<file path="src/rtl/store_buffer_unit.sv">
// Store buffer for the MEM stage: legality check, byte-lane steering and an
// in-order FIFO of word-aligned writes drained to data memory by valid/ready.
module store_buffer_unit #(
    parameter int DATA_WIDTH    = 32,
    parameter int ADDRESS_WIDTH = 32,
    parameter int DEPTH         = 4
) (
    input  logic                       clk,
    input  logic                       rst,
    input  logic                       i_MemWriteM,
    input  logic [2:0]                 i_MemDataSelM,
    input  logic [ADDRESS_WIDTH-1:0]   i_ALUOutM,
    input  logic [DATA_WIDTH-1:0]      i_WriteDataM,
    output logic                       o_StallStore,
    output logic                       o_AlignErr,
    output logic                       o_Empty,
    output logic [$clog2(DEPTH):0]     o_Count,
    output logic                       o_MemReqValid,
    input  logic                       i_MemReqReady,
    output logic [ADDRESS_WIDTH-1:0]   o_MemAddr,
    output logic [DATA_WIDTH-1:0]      o_MemWData,
    output logic [3:0]                 o_MemByteEn
);

    localparam int PTR_W = $clog2(DEPTH);
    localparam int CNT_W = PTR_W + 1;
    localparam int LANES = 4;

    // ------------------------------------------------------------------
    // Request decode
    // ------------------------------------------------------------------
    logic is_word;
    logic is_half;
    logic is_byte;
    logic req_legal;

    always_comb begin
        is_word = 1'b0;
        is_half = 1'b0;
        is_byte = 1'b0;
        unique case (i_MemDataSelM)
            3'd0:       is_word = 1'b1;
            3'd1, 3'd2: is_half = 1'b1;
            3'd3, 3'd4: is_byte = 1'b1;
            default: ;
        endcase
    end

    always_comb begin
        req_legal = 1'b0;
        if (is_word)
            req_legal = (i_ALUOutM[1:0] == 2'b00);
        else if (is_half)
            req_legal = (i_ALUOutM[0] == 1'b0);
        else if (is_byte)
            req_legal = 1'b1;
    end

    // ------------------------------------------------------------------
    // Lane steering: narrow data is replicated across the word so the
    // byte enables alone decide which lanes memory actually writes.
    // ------------------------------------------------------------------
    logic [DATA_WIDTH-1:0]    steer_data;
    logic [LANES-1:0]         steer_be;
    logic [ADDRESS_WIDTH-1:0] word_addr;

    genvar gi;
    generate
        for (gi = 0; gi < LANES; gi++) begin : g_lane
            localparam logic       HI_HALF  = (gi >= 2);
            localparam logic [1:0] LANE_IDX = 2'(gi);

            always_comb begin
                if (is_word)
                    steer_data[8*gi +: 8] = i_WriteDataM[8*gi +: 8];
                else if (is_half)
                    steer_data[8*gi +: 8] = i_WriteDataM[8*(gi%2) +: 8];
                else
                    steer_data[8*gi +: 8] = i_WriteDataM[7:0];
            end

            assign steer_be[gi] = is_word
                                | (is_half & (i_ALUOutM[1] == HI_HALF))
                                | (is_byte & (i_ALUOutM[1:0] == LANE_IDX));
        end
    endgenerate

    assign word_addr = {i_ALUOutM[ADDRESS_WIDTH-1:2], 2'b00};

    // ------------------------------------------------------------------
    // FIFO control
    // ------------------------------------------------------------------
    logic [PTR_W-1:0] wr_ptr_q, wr_ptr_d;
    logic [PTR_W-1:0] rd_ptr_q, rd_ptr_d;
    logic [CNT_W-1:0] count_q, count_d;
    logic             align_err_q, align_err_d;
    logic             empty;
    logic             full;
    logic             enq;
    logic             deq;

    assign empty = (count_q == '0);
    assign full  = (count_q == CNT_W'(DEPTH));

    // Full blocks enqueue even when the head drains this same cycle.
    assign enq = i_MemWriteM & req_legal & ~full;
    assign deq = ~empty & i_MemReqReady;

    always_comb begin
        wr_ptr_d    = enq ? wr_ptr_q + PTR_W'(1) : wr_ptr_q;
        rd_ptr_d    = deq ? rd_ptr_q + PTR_W'(1) : rd_ptr_q;
        align_err_d = i_MemWriteM & ~req_legal;
        count_d     = count_q;
        unique case ({enq, deq})
            2'b10:   count_d = count_q + CNT_W'(1);
            2'b01:   count_d = count_q - CNT_W'(1);
            default: count_d = count_q;
        endcase
    end

    always_ff @(posedge clk) begin
        if (rst) begin
            wr_ptr_q    <= '0;
            rd_ptr_q    <= '0;
            count_q     <= '0;
            align_err_q <= 1'b0;
        end else begin
            wr_ptr_q    <= wr_ptr_d;
            rd_ptr_q    <= rd_ptr_d;
            count_q     <= count_d;
            align_err_q <= align_err_d;
        end
    end

    // ------------------------------------------------------------------
    // Entry storage. The head is read asynchronously so an entry written
    // into an empty buffer is presented immediately after its write edge.
    // ------------------------------------------------------------------
    logic [ADDRESS_WIDTH-1:0] addr_mem [DEPTH];
    logic [DATA_WIDTH-1:0]    data_mem [DEPTH];
    logic [LANES-1:0]         be_mem   [DEPTH];

    always_ff @(posedge clk) begin
        if (enq) begin
            addr_mem[wr_ptr_q] <= word_addr;
            data_mem[wr_ptr_q] <= steer_data;
            be_mem[wr_ptr_q]   <= steer_be;
        end
    end

    // ------------------------------------------------------------------
    // Outputs
    // ------------------------------------------------------------------
    assign o_StallStore  = i_MemWriteM & full;
    assign o_AlignErr    = align_err_q;
    assign o_Empty       = empty;
    assign o_Count       = count_q;
    assign o_MemReqValid = ~empty;

    // Head fields are forced to zero when empty so stale RAM never leaks out.
    assign o_MemAddr   = empty ? '0 : addr_mem[rd_ptr_q];
    assign o_MemWData  = empty ? '0 : data_mem[rd_ptr_q];
    assign o_MemByteEn = empty ? '0 : be_mem[rd_ptr_q];

endmodule

</file>
<file path="config.mk">
export PLATFORM = sky130hd
export DESIGN_NAME = store_buffer_unit
export DESIGN_NICKNAME = d
export VERILOG_FILES = /design/src/rtl/store_buffer_unit.sv
export SDC_FILE = /design/constraint.sdc
export NUM_CORES = 1
export LEC_CHECK = 0
export ABC_AREA = 1
export CAP_MARGIN = 20
export CORE_UTILIZATION = 59
export DETAILED_ROUTE_END_ITERATION = 16
export GPL_TIMING_DRIVEN = 1
export PLACE_DENSITY = 0.88
export SLEW_MARGIN = 0
export SYNTH_ARGS = -nofsm -noshare
export SYNTH_HDL_FRONTEND = slang
export SYNTH_SLANG_ARGS = --single-unit
</file>
<file path="constraint.sdc">
create_clock -name clk -period 9.8 [get_ports clk]
set_input_delay 1.96 -clock clk [delete_from_list [all_inputs] [get_ports clk]]
set_output_delay 1.96 -clock clk [all_outputs]
set_load 0.05 [all_outputs]
</file>
* Word level (Yosys, flattened, before mapping) *
Memories as Yosys holds them, arrays and structs flattened. A register that Yosys moved wholly into a read port is not among the register bits.
Index checks and enable logic that the tools add are counted.

word-level totals
  register bits after elaboration = 8
  RAM bits = 264
  input port bits = 71
  memories = 3

operators by class
  add/sub/neg operators = 4
  equality and inequality tests = 10
  mux-type cells = 22
  bitwise gates (word level) = 22
  reductions and logical operators = 6

memories
  name      words  bits a word  rd ports  clocked after memory_dff  write ports  line  source
  data_mem  4      32           1         1                         1            140   logic [DATA_WIDTH-1:0] data_mem [DEPTH];
  addr_mem  4      30           1         1                         1            139   logic [ADDRESS_WIDTH-1:0] addr_mem [DEPTH];
  be_mem    4      4            1         1                         1            141   logic [LANES-1:0] be_mem [DEPTH];

operators by type and width
  cell                                                                   number
  32-bit two-way mux                                                     2
  8-bit two-way mux                                                      4
  2-bit two-way mux                                                      6
  1-bit bitwise AND                                                      11
  1-bit two-way mux                                                      8
  2-bit equality test, second input constant                             3
  3-bit by 2-bit equality test with 1-bit output, second input constant  2
  3-bit equality test, second input constant                             2
  3-bit logical NOT                                                      2
  1-bit OR                                                               6
  3-bit one-hot mux with 2 select lines                                  1
  1-bit NOT                                                              5
  2-bit by 1-bit adder with 2-bit output, second input constant          2
  2-bit by 1-bit equality test with 1-bit output, second input constant  2
  4-bit two-way mux                                                      1
  2-bit OR reduction                                                     2
  3-bit by 1-bit adder with 3-bit output, second input constant          1
  3-bit by 1-bit equality test with 1-bit output, second input constant  1
  3-bit by 1-bit subtractor with 3-bit output, second input constant     1
  2-bit logical NOT                                                      1
  2-bit nonzero test                                                     1

* Depth between registers and ports, before layout *
  depth in word-level cells = 10
  depth in mapped cells = 13
  mapped depth without buffers = 13

* Least setup slack after synthesis *
OpenSTA, ideal clock, no wires.

  path kind = in2reg
  start = in i_ALUOutM[1]
  end = mem addr_mem[0][0] (netlist bit) (enable)
  library setup time = 0.490 ns
  arrival = 5.244 ns
  data required time = 9.310 ns
  setup slack = 4.066 ns
  cell stages on the path = 7
  cells stage by stage = inv_1 > nand2_1 > nand3_1 > nand3_1 > nor2_2 > inv_2 > nor2_1

on the way
  word-level cells in the longest chain between the ends = 6

RTL lines
  item                                     line  source
  start, declared                          12    input logic [ADDRESS_WIDTH-1:0] i_ALUOutM,
  2-bit logical NOT                        52    req_legal = (i_ALUOutM[1:0] == 2'b00);
  1-bit two-way mux                        51    if (is_word)
  1-bit bitwise AND (2 in series)          106   assign enq = i_MemWriteM & req_legal & ~full;
  1-bit two-way mux                        144   if (enq) begin
  1-bit two-way mux (not written as such)  145   addr_mem[wr_ptr_q] <= word_addr;
  end, declared                            139

Every way passes these cells.

==> run summary <==
The run finished with clean final reports. The count of unresolved DRC violations after routing came out at 0. TritonCTS built the clock tree. The maximum clock frequency is 178.2 MHz. The wire length after detailed routing is 25.42 mm. The tightest slew margin relative to the limit is 31.56%. The detailed router placed 7749 vias in this run.

The filler-free cell count of the finished design is 1341. The die area came out at 19710 um^2. The initial antenna violation count came out at 0.

The analysis attributes to cell leakage a power of 4.714 nW. The routability congestion estimate came out at 0.7772. The largest net degree at the start of global routing is 79. The iteration-0 DRC count of the detailed router is 804. The number of pins with negative max-slew slack in the final report is 0. Compared with the post-synthesis result, the final layout area differs by 20.67%. The cell area that synthesis handed to floorplanning was 11300 um^2. The placed instance count is 1294. The total overflow reported by the global router is 0.

The number of placed I/O pins is 146. The starting utilization of the core area came out at 60.39%. In the global route stage, met3 resource usage came out at 3.556%. The vias per cell came out at 5.779. Input and output buffers added on the ports amount to 143. The clock tree skew after final layout came out at 0.007974 ns.

Setup violations remaining at the end of the flow were counted as 0. The via count of the first global-routing pass is 7602. The maximum count of clock buffers along a single path came out at 3. The number of standard-cell rows in the floorplan came out at 50.

For this design, the CTS-stage hold fixing added 0 buffers. The die height came out at 140.4 um. The overall fraction of global-route tracks in use came out at 26.01%.

For met1 alone, demand over resource in global routing was 34.17%. The worst path in the final design needs a cycle of 5.612 ns, including I/O delays and setup. The met2 global-route usage is 44.55%. After clock tree synthesis, the clock-pin slew on the worst setup and hold paths is 0.06 ns.

The largest driver fanout on the critical path is 76. The number of unique standard cell types used by synthesis came out at 29. The startpoint kind of the worst setup timing path is a flop. The critical path is of the reg -> out type. Synthesis handed over a netlist of 964 instances.

The number of clock sinks seen by CTS came out at 274. The core box area came out at 18710 um^2. The number of setup buffers added after CTS is 0. For the worst setup path, the data required time is 7.84 ns. The tool flagged a number of max-cap violations equal to 0. The per-cell routed wire length came out at 18.96 um. Once detailed placement completed, the half-perimeter wirelength came to 14.35 mm. The min-delay analysis places its worst path in the category reg -> reg. The hold violation total from the final report is 0. The post-route antenna net violation count came out at 0.

The transition at the pin with the smallest max-transition slack came out at 1.024 ns. The final sum of negative setup slack is 0 ns. CTS placed an instance of sky130_fd_sc_hd__clkbuf_16 at the clock tree root. In the final design database the tool counted 1166 nets.

The wire length of the first global-routing pass came out at 39.13 mm. The total clock buffers created by CTS came out at 27. The busiest layer in global routing is met2. The worst hold path begins at rd_ptr_q[1]. The die span in x is 140.4 um. STA puts the critical path data arrival time at 3.65 ns. The sequential cell area fraction in the yosys report is 71.95%. At the later pin of the worst-skew pair, clock insertion delay measures 0.53 ns. After synthesis, the mean cell area works out to 11.72 um^2.

The count of H-tree levels built during CTS came out at 1. The post-cts resize count came out at 0. 0 antenna diodes ended up in the layout.

In this run the critical register-to-register path is launched from o_Count[1]. STA classifies the critical path endpoint as an output port. The synthesized design contains 274 register bits. The share of the cycle needed by the critical path after routing came out at 57.26%. The Yosys step of the flow raised 0 warnings. Dividing total power by cell area gives a power density of 268.3 nW/um^2. VDD sags by at most 0.0001951 V. Setup repair after global routing left no endpoint under its margin. The fraction of final layout cells sized beyond drive strength 1 is 7.227%.

The number of iterations in the first detailed-routing pass came out at 5. The post-layout total power is 3.658 mW.
==> power by group <==
part,internal [mW],switching [mW]
logic,0.377,0.944
registers,1.34,0.0345
clock network,0.562,0.402
==> final timing paths <==
check / end / slack (ns) / cells past startpoint
max: o_MemWData[15] / 4.19 / 6
min: flop / 0.45 / 2
max reg2reg: data_mem[2][29] / 7.08 / 7
min reg2reg: flop / 0.45 / 2
==> critical path: stages (launching register included) <==
cell                              delay, ns
sky130_fd_sc_hd__dfxtp_4               0.74
sky130_fd_sc_hd__buf_4                 0.77
sky130_fd_sc_hd__nor2_1                0.13
sky130_fd_sc_hd__nor2_1                0.17
sky130_fd_sc_hd__o21ai_1               0.12
sky130_fd_sc_hd__a21oi_1               0.27
sky130_fd_sc_hd__clkdlybuf4s50_1       0.87
==> placed cells by master (no fill, tap or decap), types with 7 or more instances in the layout <==
master | Yosys | final
sky130_fd_sc_hd__a21oi_1 | 71 | 71
sky130_fd_sc_hd__buf_4 | 10 | 8
sky130_fd_sc_hd__clkbuf_1 | 11 | 7
sky130_fd_sc_hd__clkbuf_16 | 0 | 27
sky130_fd_sc_hd__clkdlybuf4s50_1 | 0 | 143
sky130_fd_sc_hd__dfxtp_1 | 10 | 8
sky130_fd_sc_hd__edfxtp_1 | 264 | 264
sky130_fd_sc_hd__inv_1 | 27 | 26
sky130_fd_sc_hd__inv_2 | 11 | 12
sky130_fd_sc_hd__nand2_1 | 46 | 46
sky130_fd_sc_hd__nand3_1 | 29 | 29
sky130_fd_sc_hd__nor2_1 | 279 | 275
sky130_fd_sc_hd__o21ai_0 | 60 | 60
sky130_fd_sc_hd__o21ai_1 | 80 | 80
sky130_fd_sc_hd__o21ai_2 | 8 | 8
==> synth_stat cells <==
master                       n  share of area [%]
sky130_fd_sc_hd__a21boi_0    1              0.066
sky130_fd_sc_hd__a21oi_1    71                3.1
sky130_fd_sc_hd__a31o_2      1              0.078
sky130_fd_sc_hd__buf_1       2              0.066
sky130_fd_sc_hd__buf_12      1               0.18
sky130_fd_sc_hd__buf_2      22               0.97
sky130_fd_sc_hd__buf_4      10               0.66
sky130_fd_sc_hd__buf_6       4               0.40
sky130_fd_sc_hd__clkbuf_1   11               0.37
sky130_fd_sc_hd__clkbuf_2    7               0.31
sky130_fd_sc_hd__conb_1      1              0.033
sky130_fd_sc_hd__dfxtp_1    10                1.8
sky130_fd_sc_hd__edfxtp_1  264                 70
sky130_fd_sc_hd__fa_1        1               0.18
sky130_fd_sc_hd__ha_1        5               0.55
sky130_fd_sc_hd__inv_1      27               0.90
sky130_fd_sc_hd__inv_2      11               0.37
sky130_fd_sc_hd__inv_4       1              0.055
sky130_fd_sc_hd__nand2_1    46                1.5
sky130_fd_sc_hd__nand2_2     5               0.28
sky130_fd_sc_hd__nand3_1    29                1.3
sky130_fd_sc_hd__nand3_2     1              0.089
sky130_fd_sc_hd__nor2_1    279                9.3
sky130_fd_sc_hd__nor2_2      1              0.055
sky130_fd_sc_hd__nor2_4      2               0.20
sky130_fd_sc_hd__o21ai_0    60                2.7
sky130_fd_sc_hd__o21ai_1    80                3.5
sky130_fd_sc_hd__o21ai_2     8               0.62
sky130_fd_sc_hd__o31ai_1     3               0.20
==> stage by stage <==
stage               area (um^2)  util, %  hold WS [ns]  worst slack [ns]
floorplan                 11300        -        0.4329             4.066
global placement          12790    68.35        0.4333             4.438
detailed placement        12810    68.50        0.4481             4.408
CTS                       13630    72.88        0.4564             4.224
global route              13630    72.88        0.4747             4.032
finish                    13630    72.88        0.4503             4.188
==> sequential cells by signal, indices dropped and copies added, names as in the netlist, named ones only <==
register,flops
o_Count,3
wr_ptr_q,2
o_AlignErr,1
be_mem,16
data_mem,128
rd_ptr_q,2
addr_mem,120
==> routing by layer <==
layer	wire, um	vias up
met5	0	-
met4	565	0
met3	2204	44
met2	12680	427
met1	9978	3673
li1	-	3605
==> cells by family (layout without fill, tap and decap cells) <==
kind of cell | Yosys count | in the layout | synth area share, %
other cells | 1 | 2 | 0.03319
simple gates | 363 | 363 | 12.70
compound gates | 224 | 224 | 10.31
flops | 274 | 274 | 71.95
buf+inv | 96 | 238 | 4.275
fa+ha+maj | 6 | 6 | 0.7310
==> cell type report <==
class                           instances  area (um^2)
Clock buffer                           35        715.7
Clock inverter                         12        102.6
Fill cell                            1222         5074
Inverter                               39        148.9
Multi-Input combinational cell        595         2720
Sequential cell                       274         8133
Tap cell                              234        292.8
Timing Repair Buffer                  152         1519
No activity file was read; power rests on OpenSTA's default activity.
